**src/rtl/wb_reg_initiator_if.sv**
```systemverilog
// -----------------------------------------------------------------------------
// wb_reg_initiator_if
// Bundles the two buses handled by the Wishbone-to-register-bus bridge.
//   Wishbone side : wbs_cyc_i, wbs_stb_i, wbs_adr_i[10:0], wbs_we_i,
//                   wbs_dat_i[31:0], wbs_sel_i[3:0] -> bridge;
//                   wbs_dat_o[31:0], wbs_ack_o, wbs_err_o <- bridge
//   Register side : reg_cs, reg_wr, reg_addr[10:0], reg_wdata[31:0],
//                   reg_be[3:0] <- bridge;
//                   reg_rdata[31:0], reg_ack, reg_err, reg_sid[3:0] -> bridge
// Modports:
//   slave  - the bridge (Wishbone slave, register-bus initiator)
//   master - the environment (Wishbone master plus register responder)
// -----------------------------------------------------------------------------
interface wb_reg_initiator_if;
  logic        wbs_cyc_i;
  logic        wbs_stb_i;
  logic [10:0] wbs_adr_i;
  logic        wbs_we_i;
  logic [31:0] wbs_dat_i;
  logic [3:0]  wbs_sel_i;
  logic [31:0] wbs_dat_o;
  logic        wbs_ack_o;
  logic        wbs_err_o;

  logic        reg_cs;
  logic        reg_wr;
  logic [10:0] reg_addr;
  logic [31:0] reg_wdata;
  logic [3:0]  reg_be;
  logic [31:0] reg_rdata;
  logic        reg_ack;
  logic        reg_err;
  logic [3:0]  reg_sid;

  modport slave (
    input  wbs_cyc_i, wbs_stb_i, wbs_adr_i, wbs_we_i, wbs_dat_i, wbs_sel_i,
    output wbs_dat_o, wbs_ack_o, wbs_err_o,
    output reg_cs, reg_wr, reg_addr, reg_wdata, reg_be,
    input  reg_rdata, reg_ack, reg_err, reg_sid
  );

  modport master (
    output wbs_cyc_i, wbs_stb_i, wbs_adr_i, wbs_we_i, wbs_dat_i, wbs_sel_i,
    input  wbs_dat_o, wbs_ack_o, wbs_err_o,
    input  reg_cs, reg_wr, reg_addr, reg_wdata, reg_be,
    output reg_rdata, reg_ack, reg_err, reg_sid
  );
endinterface

```
**src/rtl/wb_reg_initiator.sv**
```systemverilog
// -----------------------------------------------------------------------------
// wb_reg_initiator
// Wishbone slave to register-bus initiator bridge with an ack timeout.
// A Wishbone request is registered onto the register bus; the responder's
// reg_ack (or a timeout after TMO_CYC cycles) completes it with a one-cycle
// wbs_ack_o / wbs_err_o pulse. A dropped wbs_cyc_i suppresses the pulse but
// the register transfer and status capture still complete.
// Ports:
//   app_clk, reset_ssn  clock, asynchronous active-low reset
//   bus                 Wishbone + register bus (slave modport)
//   sts_clr             clears the sticky timeout flag
//   sts_tmo             sticky timeout flag
//   sts_last_sid        reg_sid captured at the last completed transfer
// -----------------------------------------------------------------------------
module wb_reg_initiator #(
  parameter int unsigned TMO_W   = 8,
  parameter int unsigned TMO_CYC = 255
) (
  input  logic                 app_clk,
  input  logic                 reset_ssn,
  wb_reg_initiator_if.slave    bus,
  input  logic                 sts_clr,
  output logic                 sts_tmo,
  output logic [3:0]           sts_last_sid
);

  typedef enum logic [1:0] {IDLE, REQ, DONE} state_e;

  localparam logic [TMO_W-1:0] TMO_LAST = TMO_W'(TMO_CYC - 1);

  state_e             state_q, state_d;
  logic               cs_q, cs_d;
  logic               wr_q, wr_d;
  logic [10:0]        addr_q, addr_d;
  logic [31:0]        wdata_q, wdata_d;
  logic [3:0]         be_q, be_d;
  logic [31:0]        dat_q, dat_d;
  logic               ack_q, ack_d;
  logic               err_q, err_d;
  logic               tmo_q, tmo_d;
  logic [3:0]         sid_q, sid_d;
  logic [TMO_W-1:0]   cnt_q, cnt_d;
  logic               abort_q, abort_d;

  logic               start;
  logic               abort_now;

  assign start = bus.wbs_cyc_i & bus.wbs_stb_i;
  // The master may drop cyc in any REQ cycle, including the completing one.
  assign abort_now = abort_q | ~bus.wbs_cyc_i;

  // NOTE: every signal written here gets a default first, so no path through
  // the case statement can leave one unassigned and infer a latch.
  always_comb begin
    state_d = state_q;
    cs_d    = cs_q;
    wr_d    = wr_q;
    addr_d  = addr_q;
    wdata_d = wdata_q;
    be_d    = be_q;
    dat_d   = dat_q;
    ack_d   = 1'b0;
    err_d   = 1'b0;
    tmo_d   = sts_clr ? 1'b0 : tmo_q;
    sid_d   = sid_q;
    cnt_d   = cnt_q;
    abort_d = abort_q;

    unique case (state_q)
      // DONE is the single cs-low cycle after a completion. The pulse cycle
      // has already shown ack/err to the master, which presents its next
      // request during it, so DONE accepts a request exactly like IDLE.
      IDLE, DONE: begin
        cs_d    = 1'b0;
        state_d = IDLE;
        if (start) begin
          addr_d  = bus.wbs_adr_i;
          wr_d    = bus.wbs_we_i;
          wdata_d = bus.wbs_dat_i;
          be_d    = bus.wbs_sel_i;
          cs_d    = 1'b1;
          cnt_d   = '0;
          abort_d = 1'b0;
          state_d = REQ;
        end
      end

      REQ: begin
        cnt_d   = cnt_q + 1'b1;
        abort_d = abort_now;
        if (bus.reg_ack) begin
          // Ack wins over a timeout landing in the same cycle.
          cs_d  = 1'b0;
          sid_d = bus.reg_sid;
          if (!wr_q) dat_d = bus.reg_rdata;
          ack_d   = ~abort_now & ~bus.reg_err;
          err_d   = ~abort_now & bus.reg_err;
          state_d = DONE;
        end else if (cnt_q == TMO_LAST) begin
          cs_d    = 1'b0;
          err_d   = ~abort_now;
          tmo_d   = 1'b1;
          dat_d   = {16'hDEAD, 5'd0, addr_q};
          state_d = DONE;
        end
      end

      default: state_d = IDLE;
    endcase
  end

  // NOTE: sequential state uses non-blocking assignments so every flop
  // samples the pre-edge value of every other flop.
  // NOTE: the datapath registers are reset as well, since their reset values
  // (wbs_dat_o, sts_last_sid) are visible to software.
  always_ff @(posedge app_clk or negedge reset_ssn) begin
    if (!reset_ssn) begin
      state_q <= IDLE;
      cs_q    <= 1'b0;
      wr_q    <= 1'b0;
      addr_q  <= '0;
      wdata_q <= '0;
      be_q    <= '0;
      dat_q   <= '0;
      ack_q   <= 1'b0;
      err_q   <= 1'b0;
      tmo_q   <= 1'b0;
      sid_q   <= '0;
      cnt_q   <= '0;
      abort_q <= 1'b0;
    end else begin
      state_q <= state_d;
      cs_q    <= cs_d;
      wr_q    <= wr_d;
      addr_q  <= addr_d;
      wdata_q <= wdata_d;
      be_q    <= be_d;
      dat_q   <= dat_d;
      ack_q   <= ack_d;
      err_q   <= err_d;
      tmo_q   <= tmo_d;
      sid_q   <= sid_d;
      cnt_q   <= cnt_d;
      abort_q <= abort_d;
    end
  end

  assign bus.reg_cs    = cs_q;
  assign bus.reg_wr    = wr_q;
  assign bus.reg_addr  = addr_q;
  assign bus.reg_wdata = wdata_q;
  assign bus.reg_be    = be_q;
  assign bus.wbs_dat_o = dat_q;
  assign bus.wbs_ack_o = ack_q;
  assign bus.wbs_err_o = err_q;
  assign sts_tmo       = tmo_q;
  assign sts_last_sid  = sid_q;

endmodule

```
**src/flat_wrapper.sv**
```systemverilog
// flat-port wrapper written by rule: the top's interface ports become plain ports
module wb_reg_initiator_flat 
#(
  parameter int unsigned TMO_W   = 8,
  parameter int unsigned TMO_CYC = 255
)
  (app_clk, reset_ssn, sts_clr, sts_tmo, sts_last_sid, bus_wbs_cyc_i, bus_wbs_stb_i, bus_wbs_adr_i, bus_wbs_we_i, bus_wbs_dat_i, bus_wbs_sel_i, bus_wbs_dat_o, bus_wbs_ack_o, bus_wbs_err_o, bus_reg_cs, bus_reg_wr, bus_reg_addr, bus_reg_wdata, bus_reg_be, bus_reg_rdata, bus_reg_ack, bus_reg_err, bus_reg_sid);
  wb_reg_initiator_if bus_i ();
  input  logic app_clk;
  input  logic reset_ssn;
  input  logic sts_clr;
  output logic sts_tmo;
  output logic [3:0] sts_last_sid;
  input wire logic [$bits(bus_i.wbs_cyc_i)-1:0] bus_wbs_cyc_i;
  input wire logic [$bits(bus_i.wbs_stb_i)-1:0] bus_wbs_stb_i;
  input wire logic [$bits(bus_i.wbs_adr_i)-1:0] bus_wbs_adr_i;
  input wire logic [$bits(bus_i.wbs_we_i)-1:0] bus_wbs_we_i;
  input wire logic [$bits(bus_i.wbs_dat_i)-1:0] bus_wbs_dat_i;
  input wire logic [$bits(bus_i.wbs_sel_i)-1:0] bus_wbs_sel_i;
  output wire logic [$bits(bus_i.wbs_dat_o)-1:0] bus_wbs_dat_o;
  output wire logic [$bits(bus_i.wbs_ack_o)-1:0] bus_wbs_ack_o;
  output wire logic [$bits(bus_i.wbs_err_o)-1:0] bus_wbs_err_o;
  output wire logic [$bits(bus_i.reg_cs)-1:0] bus_reg_cs;
  output wire logic [$bits(bus_i.reg_wr)-1:0] bus_reg_wr;
  output wire logic [$bits(bus_i.reg_addr)-1:0] bus_reg_addr;
  output wire logic [$bits(bus_i.reg_wdata)-1:0] bus_reg_wdata;
  output wire logic [$bits(bus_i.reg_be)-1:0] bus_reg_be;
  input wire logic [$bits(bus_i.reg_rdata)-1:0] bus_reg_rdata;
  input wire logic [$bits(bus_i.reg_ack)-1:0] bus_reg_ack;
  input wire logic [$bits(bus_i.reg_err)-1:0] bus_reg_err;
  input wire logic [$bits(bus_i.reg_sid)-1:0] bus_reg_sid;
  assign bus_i.wbs_cyc_i = bus_wbs_cyc_i;
  assign bus_i.wbs_stb_i = bus_wbs_stb_i;
  assign bus_i.wbs_adr_i = bus_wbs_adr_i;
  assign bus_i.wbs_we_i = bus_wbs_we_i;
  assign bus_i.wbs_dat_i = bus_wbs_dat_i;
  assign bus_i.wbs_sel_i = bus_wbs_sel_i;
  assign bus_wbs_dat_o = bus_i.wbs_dat_o;
  assign bus_wbs_ack_o = bus_i.wbs_ack_o;
  assign bus_wbs_err_o = bus_i.wbs_err_o;
  assign bus_reg_cs = bus_i.reg_cs;
  assign bus_reg_wr = bus_i.reg_wr;
  assign bus_reg_addr = bus_i.reg_addr;
  assign bus_reg_wdata = bus_i.reg_wdata;
  assign bus_reg_be = bus_i.reg_be;
  assign bus_i.reg_rdata = bus_reg_rdata;
  assign bus_i.reg_ack = bus_reg_ack;
  assign bus_i.reg_err = bus_reg_err;
  assign bus_i.reg_sid = bus_reg_sid;
  wb_reg_initiator #(.TMO_W(TMO_W), .TMO_CYC(TMO_CYC)) u_core (.app_clk(app_clk), .reset_ssn(reset_ssn), .bus(bus_i), .sts_clr(sts_clr), .sts_tmo(sts_tmo), .sts_last_sid(sts_last_sid));
endmodule
```
**config.mk**
```make
export PLATFORM = sky130hd
export DESIGN_NAME = wb_reg_initiator_flat
export DESIGN_NICKNAME = d
export VERILOG_FILES = /design/src/rtl/wb_reg_initiator_if.sv /design/src/rtl/wb_reg_initiator.sv /design/src/flat_wrapper.sv
export SDC_FILE = /design/constraint.sdc
export NUM_CORES = 1
export LEC_CHECK = 0
export BUFFER_PORTS_ARGS = -buffer_cell sky130_fd_sc_hd__buf_2
export CAP_MARGIN = 20
export CORE_MARGIN = 4
export CORE_UTILIZATION = 45
export DETAILED_ROUTE_END_ITERATION = 7
export GPL_ROUTABILITY_DRIVEN = 0
export PLACE_DENSITY = 0.74
export SLEW_MARGIN = 20
export SYNTH_ARGS = -nofsm -noshare
export SYNTH_HDL_FRONTEND = slang
export SYNTH_SLANG_ARGS = --single-unit
```
**constraint.sdc**
```tcl
create_clock -name app_clk -period 4.26 [get_ports app_clk]
set_input_delay 0 -clock app_clk [delete_from_list [all_inputs] [get_ports app_clk]]
set_output_delay 0 -clock app_clk [all_outputs]
set_load 0.005 [all_outputs]
```
== After elaboration in Yosys (flattened, before gate mapping) ==
Cells that the tools add are included.

* Register bits after elaboration: 99

* Equality and inequality tests: 6
* Bitwise operators: 7
* Reductions and logical operators: 9
* $add $sub $neg: 1
* Muxes and demuxes: 24

{| class="wikitable"
|+ Operators with widths
! kind !! number
|-
| $mux 32 || 3
|-
| $pmux 8 s2 || 1
|-
| $mux 1 || 14
|-
| $add 8x1->8 const B || 1
|-
| $eq 8x8->1 const B || 1
|-
| $mux 8 || 1
|-
| $reduce_and 2->1 || 4
|-
| $mux 2 || 2
|-
| $pmux 1 s2 || 2
|-
| $pmux 2 s2 || 1
|-
| $reduce_bool 2->1 || 2
|-
| $and 1x1->1 || 3
|-
| $ne 3x2->1 const B || 1
|-
| $not 1->1 || 3
|-
| $reduce_and 3->1 || 1
|-
| $eq 2x1->1 const B || 1
|-
| $eq 2x2->1 const B || 1
|-
| $logic_not 2->1 || 1
|-
| $ne 2x1->1 const B || 1
|-
| $ne 2x2->1 const B || 1
|-
| $reduce_or 2->1 || 1
|-
| $or 1x1->1 || 1
|}

== Logic depth before layout (Yosys ltp) ==
Gate-level depths: netlist of the first run.

* Depth in word-level cells: 6
* Depth in mapped cells: 7
* Depth with buffers taken out: 5

== Least setup slack after synthesis of the first run ==
OpenSTA, ideal clock, no wires.

* Path kind: register to register
* Start point: register u_core.state_q[1]
* End point: register u_core.dat_q[10], in the netlist u_core.bus.wbs_dat_o[10]
* Cell stages (with the launch flop): 7
* Data required time: 4173 ps
* Data arrival time: 1696 ps
* Path slack: 2477 ps
* Path buffers: 3
* Setup time: 87 ps
* Path through: dfrtp_1 -> or3b_1 -> buf_2 -> or3_4 -> buf_6 -> buf_6 -> a211oi_2

* Cells in the longest elaborated chain, start to end: 2

{| class="wikitable"
|+ Ends and longest elaborated chain
! what !! RTL line !! text
|-
| start, declared || wb_reg_initiator.sv:31 || <nowiki>state_e state_q, state_d;</nowiki>
|-
| start signal, assigned || wb_reg_initiator.sv:132 || <nowiki>state_q <= state_d;</nowiki>
|-
| $eq 2x1->1 || wb_reg_initiator.sv:69 || <nowiki>unique case (state_q)</nowiki>
|-
| $reduce_and 3->1 (no source line) || -- ||
|-
| end signal, assigned || wb_reg_initiator.sv:138 || <nowiki>dat_q <= dat_d;</nowiki>
|-
| end, declared || wb_reg_initiator.sv:37 || <nowiki>logic [31:0] dat_q, dat_d;</nowiki>
|}

Every way passes these cells.
A chain may end at the register's enable or synchronous reset.

== Worst setup path in the final report of the first run ==
* Start point: register u_core.cnt_q[2]
* End point: register u_core.err_q, in the netlist u_core.bus.wbs_err_o

* Cells in the longest elaborated chain, start to end: 4

{| class="wikitable"
|+ Ends and longest elaborated chain
! what !! RTL line !! text
|-
| start, declared || wb_reg_initiator.sv:42 || <nowiki>logic [TMO_W-1:0] cnt_q, cnt_d;</nowiki>
|-
| start signal, assigned || wb_reg_initiator.sv:143 || <nowiki>cnt_q <= cnt_d;</nowiki>
|-
| $eq 8x8->1 || wb_reg_initiator.sv:99 || <nowiki>end else if (cnt_q == TMO_LAST) begin</nowiki>
|-
| $mux 1 || wb_reg_initiator.sv:99 ||
|-
| $mux 1 || wb_reg_initiator.sv:91 || <nowiki>if (bus.reg_ack) begin</nowiki>
|-
| $mux 1 || wb_reg_initiator.sv:69 ||
|-
| net u_core.err_d || wb_reg_initiator.sv:39 || <nowiki>logic err_q, err_d;</nowiki>
|-
| end signal, assigned || wb_reg_initiator.sv:140 || <nowiki>err_q <= err_d;</nowiki>
|-
| end, declared || wb_reg_initiator.sv:39 ||
|}

The timed path passes the listed nets, and every way through them passes these cells.

==> results.py, run 1 <==
metrics = {
    "outcome": {
        "status": "finished, final reports clean",
    },
    "setup_path": {
        "cp-end-kind": "flip-flop",
        "crit_path_max_fanout": 18,
        "arrival_ns": 2.86,
        "reg2reg_depth": 4,
        "critical_path_class": "flip-flop to flip-flop",
        "critPathRequiredTime_ns": 4.57,
        "start_kind": "flip-flop",
    },
    "cts": {
        "clock-root-buffer": "clkbuf_8",
        "htree_levels": 3,
        "cts_made_buffers": 9,
        "cts_tree": "done",
        "cts_sinks": 99,
        "ctsLongestPathBuffers": 2,
        "cts-resized-gates": 0,
        "clk_latency_ns": 0.37,
        "post_cts_buffers": 0,
        "path_clk_slew_ns": 0.10,
    },
    "global_routing": {
        "grt_max_degree": 54,
        "grt_overflow": 0,
        "first_global_vias": 3877,
        "antenna_found_initial": 0,
        "grt_pass1_wl_mm": 18.5,
        "grt_use_total": 0.224,
    },
    "worst_hold_path": {
        "hold_class": "input pin to flip-flop",
        "hold_depth": 3,
    },
    "sta": {
        "fin_tns_setup_ns": 0,
        "finalSetupViolCount": 0,
        "maxSlewHeadroom": 0.325,
        "max_freq_ghz": 0.393,
        "fin_crit_ns": 2.55,
        "skew_ns": 0.0147,
        "finalCritPeriodShare": 0.597,
        "rsz0062_at_grt": "no",
        "worst_pin_slew_ns": 1.01,
        "finalHoldViolations": 0,
        "drv_slew": 0,
    },
    "power_and_ir_drop": {
        "leakage_nw": 2.96,
        "cellPowerDensity_nw_per_um2": 455,
        "ir_drop_uv": 209,
        "total_power_mw": 2.81,
    },
    "die": {
        "die_x_um": 103,
        "rows": 34,
        "ios": 179,
        "die_area_um2": 10700,
        "start_util": 0.466,
        "dieHeight_um": 103,
        "core_region_area_um2": 8810,
    },
    "drt": {
        "wl_per_cell_um": 17.1,
        "antenna_left": 0,
        "firstDrtPassIters": 4,
        "drtIter0Drc": 122,
        "drc": 0,
        "routed_wl_mm": 12.1,
        "via_count": 3600,
        "avgViaCountPerCell": 5.08,
    },
    "synthesis": {
        "ys_seq_elements": 99,
        "synth_edf_count": 0,
        "async_flop_share": 1.00,
        "syn_avg_cell_area_um2": 12.2,
        "synth_nets": 428,
        "ys_warn_count": 0,
        "syn_area_um2": 4100,
        "synth_ff_type": "dfrtp_1",
        "yosysUniqueCellTypes": 37,
        "yosys-top-cells-area": "dfrtp_1, mux2_2, nor2_1",
        "ys_seq_area_frac": 0.604,
        "synthCells": 335,
        "synth_top_area_cell": "dfrtp_1",
        "netlist.area_leader.share": 0.604,
    },
    "finish": {
        "diodes": 0,
        "synthToLayoutAreaGrowth_pct": 50.8,
        "drive_above_1_share": 0.434,
        "fill_cells": 622,
        "fin_util": 0.702,
        "nets": 689,
    },
    "job": {
        "cap_violations": 0,
    },
    "placed_design": {
        "hpwlAfterDp_mm": 7.59,
        "port_buffers": 178,
    },
}
## path summary, 6_finish.rpt
path	from	end	slack [ns]
worst min register to register	u_core.abort_q	u_core.abort_q	0.51
worst min-delay path	bus_reg_ack	u_core.bus.reg_cs	0.05
min in group asynchronous	reset_ssn	u_core.bus.reg_wdata[14]	0.20
worst max-delay path	u_core.cnt_q[2]	u_core.bus.wbs_err_o	1.71
max in group asynchronous	reset_ssn	u_core.bus.wbs_dat_o[27]	2.98
worst max register to register	u_core.cnt_q[2]	u_core.bus.wbs_err_o	1.71
## cell families after synthesis
family	Yosys count	share of synthesized area
adder cells (fa/ha/maj)	2	0.00610
flip-flops	99	0.604
buffers and inverters	45	0.0473
AND/OR/NAND/NOR	86	0.102
AO/OA/AOI/OAI	49	0.0925
multiplexers	54	0.148
## flip-flops by register name, summed over array words and instances, names as in the netlist
register and flops:
u_core.bus.reg_wdata 32, u_core.bus.wbs_dat_o 32, u_core.bus.reg_addr 11, u_core.cnt_q 8, u_core.bus.reg_be 4, u_core.sts_last_sid 4, u_core.state_q 2, u_core.abort_q 1
u_core.bus.reg_cs 1, u_core.bus.reg_wr 1, u_core.bus.wbs_ack_o 1, u_core.bus.wbs_err_o 1, u_core.sts_tmo 1
## routing by layer
metal | GRT usage | wire [um]
met5 | 0 | 0
met4 | 0.102 | 362
met3 | 0.0463 | 634
met2 | 0.410 | 6620
met1 | 0.249 | 4490
## cells in the final DEF, fill, tap and decap left out, types with 12 or more instances in the layout
cell type      Yosys  final
buf_2              2    177
dfrtp_1           99     99
dlygate4sd3_1      0     90
mux2_2            52     52
nor2_1            35     35
inv_1             24     24
nand2_1           19     19
a31oi_1           14     14
o31ai_1           12     12
nor4_1            12     12
## critical path: stages (launching register included)
cell           delay (ns)
dfrtp_1              0.44
nand4_1              0.64
or3_1                0.59
a211oi_1             0.24
dlygate4sd3_1        0.58
## synth_stat cells (3+ instances only)
cell type and count:
nand2_1 19, buf_1 4, nor2_1 35, a211oi_2 8, o21ai_0 4, a211oi_1 4
nand3_1 4, nor4_1 12, inv_1 24, buf_6 3, mux2_2 52, o31ai_1 12
clkbuf_1 12, dfrtp_1 99, a31oi_1 14
## power breakdown
group / leakage [nW] / total (mW) / switching, mW / internal, mW
logic: 1.69 / 0.809 / 0.350 / 0.459
registers: 1.17 / 1.37 / 0.166 / 1.20
clock network: 0.0959 / 0.636 / 0.354 / 0.282
total: 2.96 / 2.81 / 0.869 / 1.95
## final cells by class
| type | count | area (um2) | area share |
|---|---|---|---|
| Inverter | 24 | 90.1 | 0.0146 |
| Timing Repair Buffer | 271 | 1830 | 0.296 |
| Sequential cell | 99 | 2480 | 0.401 |
| Clock inverter | 7 | 83.8 | 0.0136 |
| Tap cell | 108 | 135 | 0.0218 |
| Clock buffer | 9 | 124 | 0.0200 |
| Multi-Input combinational cell | 191 | 1450 | 0.234 |
## per-stage QoR
stage          instance area, um2  hold slack [ns]  std cells  setup WS (ns)
6_report                     6180           0.0541        709           1.71
5_1_grt                      6180           0.0784        709           1.59
4_1_cts                      6180           0.0392        709           1.76
3_5_place_dp                 5070           0.0791        603           2.06
3_3_place_gp                 5070           0.0777        603           2.12
2_1_floorplan                4100           -0.296        335           2.48
## repair_timing
action                     CTS  global route
hold buffers                90             0
setup endpoints to repair    0             0
hold endpoints to repair   140             0
No activity file was read; power rests on OpenSTA's default activity.
==> run 2, diff against run 1 <==
--- a/config.mk
+++ b/config.mk
@@ -5,6 +5,7 @@
 export SDC_FILE = /design/constraint.sdc
 export NUM_CORES = 1
 export LEC_CHECK = 0
+export ABC_AREA = 1
 export BUFFER_PORTS_ARGS = -buffer_cell sky130_fd_sc_hd__buf_2
 export CAP_MARGIN = 20
 export CORE_MARGIN = 4
==> constraint.sdc (replaced) <==
create_clock -name app_clk -period 2.66 [get_ports app_clk]
set_input_delay 0 -clock app_clk [delete_from_list [all_inputs] [get_ports app_clk]]
set_output_delay 0 -clock app_clk [all_outputs]
set_load 0.005 [all_outputs]
==> run 2 against run 1 <==
Synthesized area increased by 4.2%. First-iteration DRC count is 64% higher. Cell area grew 1.9%. Clock power grew 52%. Fmax rose by 30%. Core utilization fell by 2.0 points. Combinational power grew 51%. Count of clock-buffer cells in the layout rose by 4. Largest cell class unchanged. Power is 55% higher. Non-clock buffer count decreased by 1. Wire length up 3.1%.
==> results.py, run 2 <==
metrics = {
    "die": {
        "die_x_um": 105,
        "core_region_area_um2": 9240,
        "ios": 179,
        "start_util": 0.463,
        "dieHeight_um": 105,
        "rows": 35,
        "die_area_um2": 11100,
    },
    "synthesis": {
        "synth_nets": 604,
        "synth_ff_type": "dfrtp_1",
        "ys_seq_elements": 99,
        "synth_common_cells": "nand2_1, dfrtp_1, nand3_1",
        "ys_warn_count": 0,
        "async_flop_share": 1.00,
        "synth_edf_count": 0,
        "synth.most_common_cell": "nand2_1",
        "yosysUniqueCellTypes": 23,
        "yosys-top-cells-area": "dfrtp_1, nand2_1, nand3_1",
        "syn_area_um2": 4270,
        "syn_avg_cell_area_um2": 8.36,
        "synthCells": 511,
        "synth_top_area_cell": "dfrtp_1",
        "netlist.area_leader.share": 0.580,
        "ys_seq_area_frac": 0.580,
    },
    "finish": {
        "fin_util": 0.682,
        "synthToLayoutAreaGrowth_pct": 47.5,
        "final_common_cell": "nand2_1",
        "final_area_um2": 6300,
        "most-common-layout-cells": "nand2_1, buf_2, dfrtp_1",
        "diodes": 0,
        "fin_cells": 900,
        "drive_above_1_share": 0.271,
        "nets": 859,
    },
    "power_and_ir_drop": {
        "leakage_nw": 3.55,
        "ir_drop_uv": 337,
        "p_clk_frac": 0.222,
        "p_switching_mw": 1.38,
        "cellPowerDensity_nw_per_um2": 692,
        "p_sw_frac": 0.317,
        "seq_power_share": 0.498,
        "p_int_mw": 2.98,
        "total_power_mw": 4.36,
        "comb_power_share": 0.280,
    },
    "sta": {
        "finalHoldViolations": 0,
        "fin_crit_ns": 1.96,
        "hold_slack_ns": 0.0261,
        "maxSlewHeadroom": 0.478,
        "finalCritPeriodShare": 0.735,
        "drv_slew": 0,
        "rsz0062_at_grt": "no",
        "setup_ws_ns": 0.705,
        "finalSetupViolCount": 0,
        "skew_ns": 0.0138,
        "fin_tns_setup_ns": 0,
        "max_freq_ghz": 0.511,
        "worst_pin_slew_ns": 0.782,
    },
    "setup_path": {
        "cpLargestDelayFamily": "simple AND/OR/NAND/NOR gates",
        "cp-end-kind": "flip-flop",
        "crit_buf_inv": 1,
        "path_cells": "inv_1 -> ha_1 -> nand2_1 -> nor2_1 -> nand3_4 -> nand2_4 -> nand2_1 -> nand2_1",
        "crit_path_max_fanout": 34,
        "r2r_start": "u_core.cnt_q[0]",
        "start_kind": "flip-flop",
        "cpMostUsedCell": "nand2_1",
        "slowest_delay_ns": 0.42,
        "reg2reg_to": "u_core.bus.wbs_dat_o[15]",
        "critPathRequiredTime_ns": 2.95,
        "cp_slowest_cell": "nand2_4",
        "arrival_ns": 2.24,
        "regToRegSetupSlack_ns": 0.70,
        "critical_path_class": "flip-flop to flip-flop",
        "reg2reg_depth": 8,
    },
    "drt": {
        "drc": 0,
        "wl_per_cell_um": 13.9,
        "antenna_left": 0,
        "via_count": 4268,
        "drtIter0Drc": 200,
        "routed_wl_mm": 12.5,
        "firstDrtPassIters": 4,
        "avgViaCountPerCell": 4.74,
    },
    "global_routing": {
        "grt_use_total": 0.229,
        "antenna_found_initial": 0,
        "grt_max_degree": 60,
        "grt_overflow": 0,
        "first_global_vias": 4325,
        "grt_pass1_wl_mm": 20.9,
    },
    "cts": {
        "cts_tree": "done",
        "path_clk_slew_ns": 0.09,
        "clk_latency_ns": 0.35,
        "htree_levels": 3,
        "cts_sinks": 99,
        "ctsLongestPathBuffers": 2,
        "clock-root-buffer": "clkbuf_8",
        "cts_made_buffers": 9,
    },
    "placed_design": {
        "placedInstanceArea_um2": 5230,
        "hpwlAfterDp_mm": 8.02,
        "port_buffers": 178,
        "pre_cts_ws_ns": 0.747,
        "dp.cells": 796,
    },
    "worst_hold_path": {
        "hold_class": "input pin to flip-flop",
        "hold_depth": 4,
        "hp-start": "bus_wbs_cyc_i",
        "holdPathEnd": "u_core.abort_q",
    },
    "outcome": {
        "status": "finished, final reports clean",
    },
    "job": {
        "cap_violations": 0,
    },
}
==> run 2: changes by cell type in the layout (fill, tap and decap cells not counted), sizes merged, moves of 12 or more <==
| cell | change |
|---|---|
| a211oi | -12 |
| o21ai | +27 |
| nand3 | +41 |
| nand2 | +229 |
| a31oi | -14 |
| inv | +12 |
| nor2 | -26 |
| mux2 | -52 |
==> run 2: worst max path at each step <==
stage | startpoint | endpoint | cells past startpoint
4_1_cts | u_core.cnt_q[0] | u_core.bus.wbs_dat_o[15] | 8
3_3_place_gp | u_core.cnt_q[0] | u_core.bus.wbs_dat_o[9] | 8
3_5_place_dp | u_core.cnt_q[0] | u_core.bus.wbs_dat_o[15] | 8
5_1_grt | u_core.cnt_q[0] | u_core.bus.wbs_dat_o[30] | 8
6_report | u_core.cnt_q[0] | u_core.bus.wbs_dat_o[15] | 8
2_1_floorplan | u_core.cnt_q[0] | u_core.bus.wbs_dat_o[0] | 8
==> run 2: final cells by class <==
cell class,instances,area (um2)
multi-input cells,348,1510
clock inverters,3,46.3
inverters,38,143
flip-flops and latches,99,2480
fillers,725,2940
well taps,129,161
clock buffers,13,149
repair buffers,270,1820
==> run 2: power groups by stage <==
stage / sequential (mW) / clock, mW / combinational (mW)
floorplan: 2.19 / 0 / 0.474
global placement: 2.17 / 0 / 1.08
detailed placement: 2.19 / 0 / 1.11
CTS: 2.16 / 0.998 / 1.21
global route: 2.21 / 1.06 / 1.38
finish: 2.17 / 0.967 / 1.22
==> run 2: timing repair <==
action,CTS,global route
endpoints found under the hold margin,143,0
setup endpoints to repair,0,0
resized for setup,0,0
hold buffers,88,0
buffers inserted,0,0
==> run 2: per-layer routing <==
metal,wire [um],track usage
met5,0,0
met1,5240,0.296
met3,1120,0.0643
met4,178,0.0703
met2,5950,0.374
==> run 2: worst min-delay path, delay by kind of cell <==
family	cells	cell delay, ns
buffers and inverters	2	0.14
and+or+nand+nor	1	0.11
AOI/OAI and AO/OA	1	0.08
==> run 2: logic make-up after synthesis <==
| kind of cell | share of synthesized area |
|---|---|
| buffers and inverters | 0.0685 |
| AOI/OAI and AO/OA | 0.0381 |
| and+or+nand+nor | 0.308 |
| DFF | 0.580 |
| adders and majority gates | 0.00585 |
